## config.mk

```make
export PLATFORM = sky130hd
export DESIGN_NAME = control
export DESIGN_NICKNAME = d
export VERILOG_FILES = /design/src/rtl/lc3b_types.sv /design/src/rtl/control.sv
export SDC_FILE = /design/constraint.sdc
export NUM_CORES = 1
export LEC_CHECK = 0
export CAP_MARGIN = 20
export CORE_UTILIZATION = 35
export CTS_CLUSTER_SIZE = 30
export DETAILED_ROUTE_END_ITERATION = 12
export PLACE_DENSITY_LB_ADDON = 0.25
export SLEW_MARGIN = 25
export SYNTH_ARGS = -nofsm -noshare
export SYNTH_HDL_FRONTEND = slang
export SYNTH_SLANG_ARGS = --single-unit
```

## constraint.sdc

```tcl
create_clock -name clk -period 1.37 [get_ports clk]
set_input_delay 0.137 -clock clk [delete_from_list [all_inputs] [get_ports clk]]
set_output_delay 0.137 -clock clk [all_outputs]
set_load 0.01 [all_outputs]
```

## src/rtl/lc3b_types.sv

```systemverilog
// Shared LC-3b field types: IR opcode encoding and ALU operation select.
package lc3b_types;

    typedef enum logic [3:0] {
        op_br   = 4'b0000,
        op_add  = 4'b0001,
        op_ldb  = 4'b0010,
        op_stb  = 4'b0011,
        op_jsr  = 4'b0100,
        op_and  = 4'b0101,
        op_ldr  = 4'b0110,
        op_str  = 4'b0111,
        op_rti  = 4'b1000,
        op_not  = 4'b1001,
        op_ldi  = 4'b1010,
        op_sti  = 4'b1011,
        op_jmp  = 4'b1100,
        op_shf  = 4'b1101,
        op_lea  = 4'b1110,
        op_trap = 4'b1111
    } lc3b_opcode;

    typedef enum logic [2:0] {
        alu_add  = 3'b000,
        alu_and  = 3'b001,
        alu_not  = 3'b010,
        alu_pass = 3'b011,
        alu_sll  = 3'b100,
        alu_srl  = 3'b101,
        alu_sra  = 3'b110
    } lc3b_aluop;

endpackage

```

## src/rtl/control.sv

```systemverilog
// LC-3b multicycle control unit: Moore FSM sequencing fetch, decode and
// execute of ADD/AND/NOT/BR/LDR/STR; outputs depend on the present state only.
module control
    import lc3b_types::*;
(
    input  logic       clk,
    input  logic       rst_n,
    input  lc3b_opcode opcode,
    input  logic       branch_enable,
    input  logic       mem_resp,
    output logic       load_pc,
    output logic       load_ir,
    output logic       load_regfile,
    output logic       load_mar,
    output logic       load_mdr,
    output logic       load_cc,
    output logic       pcmux_sel,
    output logic       storemux_sel,
    output logic       alumux_sel,
    output logic       regfilemux_sel,
    output logic       marmux_sel,
    output logic       mdrmux_sel,
    output lc3b_aluop  aluop,
    output logic       mem_read,
    output logic       mem_write,
    output logic [1:0] mem_byte_enable
);

    typedef enum logic [3:0] {
        fetch1, fetch2, fetch3, decode,
        s_add, s_and, s_not,
        br, br_taken,
        calc_addr, ldr1, ldr2, str1, str2
    } state_t;

    state_t state_q, state_d;

    always_ff @(posedge clk or negedge rst_n) begin
        if (!rst_n) state_q <= fetch1;
        else        state_q <= state_d;
    end

    assign mem_byte_enable = 2'b11;

    always_comb begin
        load_pc        = 1'b0;
        load_ir        = 1'b0;
        load_regfile   = 1'b0;
        load_mar       = 1'b0;
        load_mdr       = 1'b0;
        load_cc        = 1'b0;
        pcmux_sel      = 1'b0;
        storemux_sel   = 1'b0;
        alumux_sel     = 1'b0;
        regfilemux_sel = 1'b0;
        marmux_sel     = 1'b0;
        mdrmux_sel     = 1'b0;
        aluop          = alu_add;
        mem_read       = 1'b0;
        mem_write      = 1'b0;
        unique case (state_q)
            fetch1: begin
                marmux_sel = 1'b1;
                load_mar   = 1'b1;
                load_pc    = 1'b1;
            end
            fetch2, ldr1: begin
                mem_read   = 1'b1;
                mdrmux_sel = 1'b1;
                load_mdr   = 1'b1;
            end
            fetch3: load_ir = 1'b1;
            s_add, s_and, s_not: begin
                aluop        = (state_q == s_add) ? alu_add :
                               (state_q == s_and) ? alu_and : alu_not;
                load_regfile = 1'b1;
                load_cc      = 1'b1;
            end
            br_taken: begin
                pcmux_sel = 1'b1;
                load_pc   = 1'b1;
            end
            calc_addr: begin
                alumux_sel = 1'b1;
                load_mar   = 1'b1;
            end
            ldr2: begin
                regfilemux_sel = 1'b1;
                load_regfile   = 1'b1;
                load_cc        = 1'b1;
            end
            str1: begin
                storemux_sel = 1'b1;
                aluop        = alu_pass;
                load_mdr     = 1'b1;
            end
            str2: mem_write = 1'b1;
            default: ;
        endcase
    end

    always_comb begin
        state_d = state_q;
        unique case (state_q)
            fetch1: state_d = fetch2;
            fetch2: if (mem_resp) state_d = fetch3;
            fetch3: state_d = decode;
            decode: begin
                case (opcode)
                    op_add:         state_d = s_add;
                    op_and:         state_d = s_and;
                    op_not:         state_d = s_not;
                    op_br:          state_d = br;
                    op_ldr, op_str: state_d = calc_addr;
                    default:        state_d = fetch1;
                endcase
            end
            s_add, s_and, s_not, br_taken, ldr2: state_d = fetch1;
            br: state_d = branch_enable ? br_taken : fetch1;
            // opcode is still the IR field here, so it picks the memory direction
            calc_addr: begin
                if (opcode == op_ldr)      state_d = ldr1;
                else if (opcode == op_str) state_d = str1;
                else                       state_d = fetch1;
            end
            ldr1: if (mem_resp) state_d = ldr2;
            str1: state_d = str2;
            str2: if (mem_resp) state_d = fetch1;
            default: state_d = fetch1;
        endcase
    end

endmodule
```

# --- Word-level counts from Yosys, hierarchy flattened ---
# Cells that the tools add are included.
word_totals:
  regBits: 4
op_classes:
  eq_ne: 21
  mux: 23
  n_reduce_logical: 10
op_table:
  columns: ["op", "n"]
  rows:
  - ["4-bit case mux with 9 select lines", 1]
  - ["4-bit by 3-bit equality test with 1-bit output, second input constant", 7]
  - ["4-bit equality test, second input constant", 7]
  - ["4-bit two-way mux", 6]
  - ["4-bit case mux with 5 select lines", 1]
  - ["1-bit two-way mux", 12]
  - ["4-bit by 1-bit equality test with 1-bit output, second input constant", 2]
  - ["4-bit by 2-bit equality test with 1-bit output, second input constant", 2]
  - ["4-bit logical NOT", 2]
  - ["2-bit OR reduction", 4]
  - ["2-bit != test, second input constant", 3]
  - ["3-bit OR reduction", 2]
  - ["2-bit two-way mux", 2]
  - ["2-bit case mux with 2 select lines", 1]
  - ["4-bit OR reduction", 1]
  - ["3-bit AND reduction", 1]

# --- Longest topological paths before layout ---
depth:
  depth_word: 4
  ltp_mapped: 6
  mapped_depth_nobuf: 3

# --- Worst setup path after synthesis ---
# No wires, ideal clock.
synth_path:
  path_type: "reg2out"
  from: "register state_q[1]"
  to: "output port mem_read"
  t_arrival_ns: 1.388
  t_required_ns: 1.233
  setup_slack_ns: -0.155
  path_stages_with_launch: 6
  n_path_buf: 2
  cell_sequence: "dfrtp_1 > buf_2 > inv_1 > or3_1 > a21oi_1 > buf_4"
synth_between:
  elab_chain_len: 3
  word_cells_on_any_way: 4
synth_rtl:
  columns: ["element", "line", "rtl"]
  rows:
  - ["start, declared", "control.sv:36", "state_t state_q, state_d;"]
  - ["start signal, assigned", "control.sv:39", "if (!rst_n) state_q <= fetch1;"]
  - ["start signal, assigned", "control.sv:40", "else state_q <= state_d;"]
  - ["4-bit by 1-bit equality test with 1-bit output / 4-bit equality test (equally long branches)", null, null]
  - ["2-bit OR reduction *", null, null]
  - ["1-bit two-way mux *", null, null]
  - ["end, declared", "control.sv:24", "output logic mem_read,"]
# Mark *: on every way between the ends. The rest lies on a longest branch, timed or not.

# --- Final worst setup path ---
layout_path:
  from: "register state_q[3]"
  to: "output port mdrmux_sel"
layout_between:
  elab_chain_len: 3
  word_cells_on_any_way: 4
layout_rtl:
  columns: ["element", "line", "rtl"]
  rows:
  - ["4-bit by 1-bit equality test with 1-bit output / 4-bit equality test (equally long branches)", "control.sv:61", "unique case (state_q)"]
  - ["2-bit OR reduction *", null, null]
  - ["1-bit two-way mux *", "control.sv:61", null]
  - ["end, declared", "control.sv:22", "output logic mdrmux_sel,"]
# Marked as above.

==> summary.md <==
| Metric | Value |
|---|---|
| Post-detailed-placement cell area | `902 um^2` |
| Effective utilization at floorplan | `0.397` |
| Routed via count | `744` |
| Largest Register | `state_q` |
| Total GRT Usage | `0.206` |
| Input/output buffers | `23` |
| Most numerous cell types in the synthesized netlist | `9 x nor3b_1, 5 x buf_4, 5 x nand2_1, 5 x o21ai_0` |
| Dominant cell type by area after synthesis | `dfrtp_1` |
| Drt first pass iters | `4` |
| Areal power density over the cells | `around 1700 mW/mm^2` |
| Maximum fanout along the worst path | `8` |
| Clock Root Buffer | `clkbuf_4` |
| Worst-Skew Late Latency | `0.25 ns` |
| Final setup violation count | `19` |
| Maximum buffer depth of the clock tree | `2` |
| Critical-path cell list | `inv_2 > or3_4 > a21oi_2 > buf_2` |
| Final hold slack | `0.0806 ns` |
| Biggest regs | `state_q x4` |
| Start-to-end type of the worst setup path | `flip-flop to primary output` |
| Data arrival time of the critical path | `1.38 ns` |
| Cell with the largest stage delay on the worst path | `dfrtp_2` |
| Height of the chip | `about 42 um` |
| Post-route total power | `1950 uW` |
| Area of the mapped netlist | `approximately 550 um^2` |
| Final core occ | `0.823` |
| Final hold viol count | `0` |
| Violations in the final reports | `negative setup slack` |
| Antenna violations before repair | `0` |
| Unrepaired setup endpoints after global routing | `true` |
| Most used flip-flop cell after synthesis | `dfrtp_1` |
| Hpwl dp | `1260 um` |
| Width of the die | `41.6 um` |
| Fraction of the cycle the final worst path needs | `1.11` |
| Cells after Synth | `75` |
| Synth Area per Inst | `7.32 um^2` |
| Delay of the slowest critical-path stage | `around 0.44 ns` |
| Design Area, Final | `0.00114 mm^2` |
| Area share of the largest cell type after synthesis | `0.182` |
| Count of antenna diodes in the layout | `0` |
| Post-layout minimum cycle time | `around 1.5 ns` |
| Leakage | `around 0.0005 uW` |
| Result of the run | `finished, violations left` |
| Maximum number of pins on one net before global-route repair | `12` |
| Share of cells above drive strength 1 | `0.650` |
| HP Class | `input pin to async pin` |
| Global-route wire length before repair | `2840 um` |
| Routed vias/inst | `roughly 5.5` |
| # DRC | `0` |
| Avg WL per Cell | `15.3 um` |
| Vias in the first global route | `669` |
| Max capacitance violation total | `0` |
| CTS tree | `yes` |
| Maximum frequency from static timing analysis | `0.658 GHz` |
| Max FFs per register | `4` |
| Area inside the core boundary | `0.00138 mm^2` |
| Clk slew on worst S/H paths | `0.04 ns` |
| Dpl ws | `-0.319 ns` |
| Top-level port count | `27` |
| Cts hold-fix bufs | `0` |
| Worst VDD drop | `1080 uV` |
| Asr flop ratio synth | `1.00` |
| Routability congestion estimate from global placement | `0.875` |
| Library cell with the highest instance count after synthesis | `nor3b_1` |
| CTS Buf Count | `3` |
| Sink count of the clock tree | `4` |
| Required time worst endpoint | `~1.2 ns` |
| Minimum setup slack in the final design | `-0.150 ns` |
| Nets@finish | `130` |
| Die area | `0.00173 mm^2` |
| Post-route clock skew | `approximately 0.0069 ns` |
| Placement row count | `13` |
| Aggregate global routing overflow | `0` |
| Remaining antenna violation count after routing | `0` |
| Final Max Slew Viols | `0` |
| Critical path launch point type | `flip-flop` |
| Portion of the post-synthesis area used by sequential elements | `0.182` |
| Number of warnings issued by yosys | `0` |
| Starting DRT DRC Count | `19` |
| Growth of design area from synthesis to finish | `107%` |
| Total detailed-routing wirelength | `2070 um` |
| Number of synthesized register bits | `4` |
| Distinct cell type count of the synthesized netlist | `33` |
| Area contributors post-synth | `dfrtp_1 18%, nor3b_1 12%, buf_4 6.8%` |
| Number of H-tree branching levels | `1` |
| Number of synthesized flops with an enable pin | `0` |
| Capturing element type of the critical path | `primary output` |
==> cells in the final DEF, fill, tap and decap left out, types with 2 or more instances in the layout <==
| master | n |
|---|---|
| buf_4 | 20 |
| buf_2 | 16 |
| clkdlybuf4s50_1 | 7 |
| buf_6 | 7 |
| nor3b_2 | 6 |
| nand2_1 | 4 |
| nor3_2 | 3 |
| nor2_1 | 3 |
| nand3_1 | 3 |
| o21ai_0 | 3 |
| conb_1 | 3 |
| clkbuf_4 | 3 |
| dfrtp_2 | 3 |
| inv_2 | 2 |
| and4b_1 | 2 |
| nor3b_1 | 2 |
==> final cells by class <==
cell class              instances  area [um^2]
clock buffers                   3         22.5
well taps                      15         18.8
flip-flops and latches          4          104
multi-input cells              58          546
inverters                       2         7.51
fillers                        88          245
repair buffers                 53          439
==> final timing paths <==
| check | to | cells past startpoint | slack, ns | from |
|---|---|---|---|---|
| min reg2reg | state_q[3] | 4 | 0.81 | state_q[1] |
| max reg2reg | state_q[1] | 5 | -0.10 | state_q[2] |
| min in group clk | state_q[2] | 3 | 0.69 | opcode[0] |
| max | mdrmux_sel | 4 | -0.15 | state_q[3] |
| min | state_q[3] | 1 | 0.08 | rst_n |
| max in group asynchronous | state_q[2] | 1 | 1.10 | rst_n |
==> cells by family (layout without fill, tap and decap cells) <==
| kind of cell | count (synthesis) | in the layout | synth area share |
|---|---|---|---|
| compound gates | 16 | 16 | 0.216 |
| xor+xnor | 3 | 3 | 0.0478 |
| buf+inv | 14 | 58 | 0.139 |
| flops | 4 | 4 | 0.182 |
| other cells | 2 | 3 | 0.0137 |
| simple gates | 36 | 36 | 0.401 |
==> per-stage QoR <==
| step | std cells | setup TNS, ns |
|---|---|---|
| 3_3_place_gp | 124 | -3.88 |
| 2_1_floorplan | 76 | -0.0835 |
| 6_report | 135 | -1.33 |
| 4_1_cts | 128 | -0.847 |
| 3_5_place_dp | 124 | -4.24 |
| 5_1_grt | 135 | -2.50 |
==> worst max-delay path, delay by kind of cell, from the launching register on <==
kind                   cells  cell delay (ns)
DFF                        1             0.44
and+or+nand+nor            1             0.33
buffers and inverters      2             0.20
AOI/OAI and AO/OA          1             0.15
==> timing repair <==
item	CTS	global route
buffers inserted	1	6
resized for setup	90	17
pin swaps	10	8
endpoints found under the setup margin	19	20
cloned	0	1
==> power by group <==
group	switching, uW	leakage, uW	internal (uW)
sequential	64.3	0.0000467	164
combinational	729	0.000439	832
clock	61.2	0.0000138	98.8
==> routing by layer <==
metal,vias to the layer above,share of wire,GRT usage,routed length (um)
met5,-,0,0,0
met4,0,0.023,0.0516,48
met3,10,0.068,0.0435,140
met2,48,0.54,0.397,1120
met1,329,0.37,0.224,760
li1,357,-,-,-
(Power assumes the default switching activity.)
==> patch: new RTL, config.mk and constraints unchanged <==
Reset style: synchronous (`rst_n`), changed in one clocked block.
--- a/src/rtl/control.sv
+++ b/src/rtl/control.sv
@@ -35,7 +35,7 @@
 
     state_t state_q, state_d;
 
-    always_ff @(posedge clk or negedge rst_n) begin
+    always_ff @(posedge clk) begin
         if (!rst_n) state_q <= fetch1;
         else        state_q <= state_d;
     end
Behaviour: differs if rst_n is asserted again (counterexample within 4 cycles, from zero or initial values and one cycle with rst_n low); with rst_n held inactive, the same outputs for 10 cycles.
==> patch against the unedited design <==
The run ends with design-rule violations, negative setup slack left. Cell area decreased by 4.0%. Sequential cell count unchanged. Count of clock-buffer cells in the layout is the same. Utilization fell by 13 points. Synthesized area grew 13%. Die area is 12% higher. Non-clock buffer count is 3 lower. Setup slack improved by 28 ps. Routed wire length rose by 4.9%. Via count grew 15%. Hold slack better by 510 ps. Highest routed layer unchanged.
Power is not compared: it rests on default switching activity, and its combinational part moved more than twofold at a synthesized area within 25%.
==> patch: results (changes against the unedited design) <==
* Final WL at 2170 um (+4.9%)
* DRC Markers at 1 (+1)
* Hold WC Path Type: in2reg
* Status: complete, but fails checks
* First-pass GRT wire length at 3150 um (+11%)
* FP Rows at 14 (+1)
* Multi-input gates at 73 (+26%)
* Sequential cell area share at 8.25% (-0.88 points)
* Pre-antenna DRT Iters at 10 (+6)
* Wl on met1 at 829 um (+9.1%)
* Setup Viol. Count Final at 8 (-11)
* Buffer share of cell area at 38.3% (-0.36 points)
* Vias in the first global route at 747 (+12%)
* Top_reg_cell synth: dfxtp_1
* Post-synthesis sequential area ratio at 13.0% (-5.3 points)
* Share of layout cells above drive strength 1 at 49.2% (-16 points)
* Dpl ws at -307 ps (+12.3 ps)
* Worst clock skew at 5.62 ps (-1.29 ps)
* Setup ws final at -123 ps (+27.8 ps)
* CP arrival at 1360 ps (-20 ps)
* Delay-heaviest family, CP: simple AND/OR/NAND/NOR gates
* # fillers at 133 (+51%)
* Largest net degree at the start of global routing at 15 (+3)
* Post-synth ARST share at 0% (-100 points)
* Violated checks: design-rule violations, negative setup slack
* Non-clk bufs at 50 (-5.7%)
## patch: cell types whose count changed in the layout (fill, tap and decap cells not counted), moves of 3 or more
cell	change
a21oi_1	+6
dfrtp_2	-3
nor2_1	+4
buf_4	-4
nor3_1	+4
nor3_2	-3
nor3b_2	-6
## patch: final timing paths
kind                      startpoint                      end  slack, ps  cells after the start
max          state_q[3]$_SDFFE_PN0P_                 load_mdr       -120                      4
min                            rst_n  state_q[0]$_SDFFE_PN0P_        590                      3
max reg2reg  state_q[2]$_SDFFE_PN0P_  state_q[2]$_SDFFE_PN0P_       -110                      5
min reg2reg  state_q[1]$_SDFFE_PN0P_  state_q[0]$_SDFFE_PN0P_        680                      2
## patch: stage by stage
step | hold WS, ps | power, mW | cell area, um^2
floorplan | 294 | 0.370 | 632
global placement | 706 | 0.589 | 981
detailed placement | 711 | 0.596 | 981
CTS | 591 | 0.778 | 1060
global route | 626 | 0.876 | 1090
finish | 593 | 0.833 | 1090
## patch: power by group through the flow
stage	Clock, mW	Sequential [mW]	Combinational, mW
after detailed placement	0	0.139	0.457
final	0.152	0.142	0.539
after CTS	0.148	0.141	0.489
after global routing	0.159	0.145	0.572
after floorplan	0	0.137	0.233
after global placement	0	0.138	0.451
## patch: kinds of logic after synthesis
kind of cell	count (synthesis)	synth area share, %
muxes	1	1.62
DFF	4	13.0
AOI/OAI and AO/OA	21	21.5
other	2	1.22
xor gates and xnor gates	3	4.25
and+or+nand+nor	45	44.9
buffers and inverters	14	13.6
## patch: timing repair
item | in CTS | in global routing
gates resized for setup | 66 | 25
pin swaps | 6 | 9
endpoints found under the setup margin | 19 | 18
setup buffers | 6 | 1
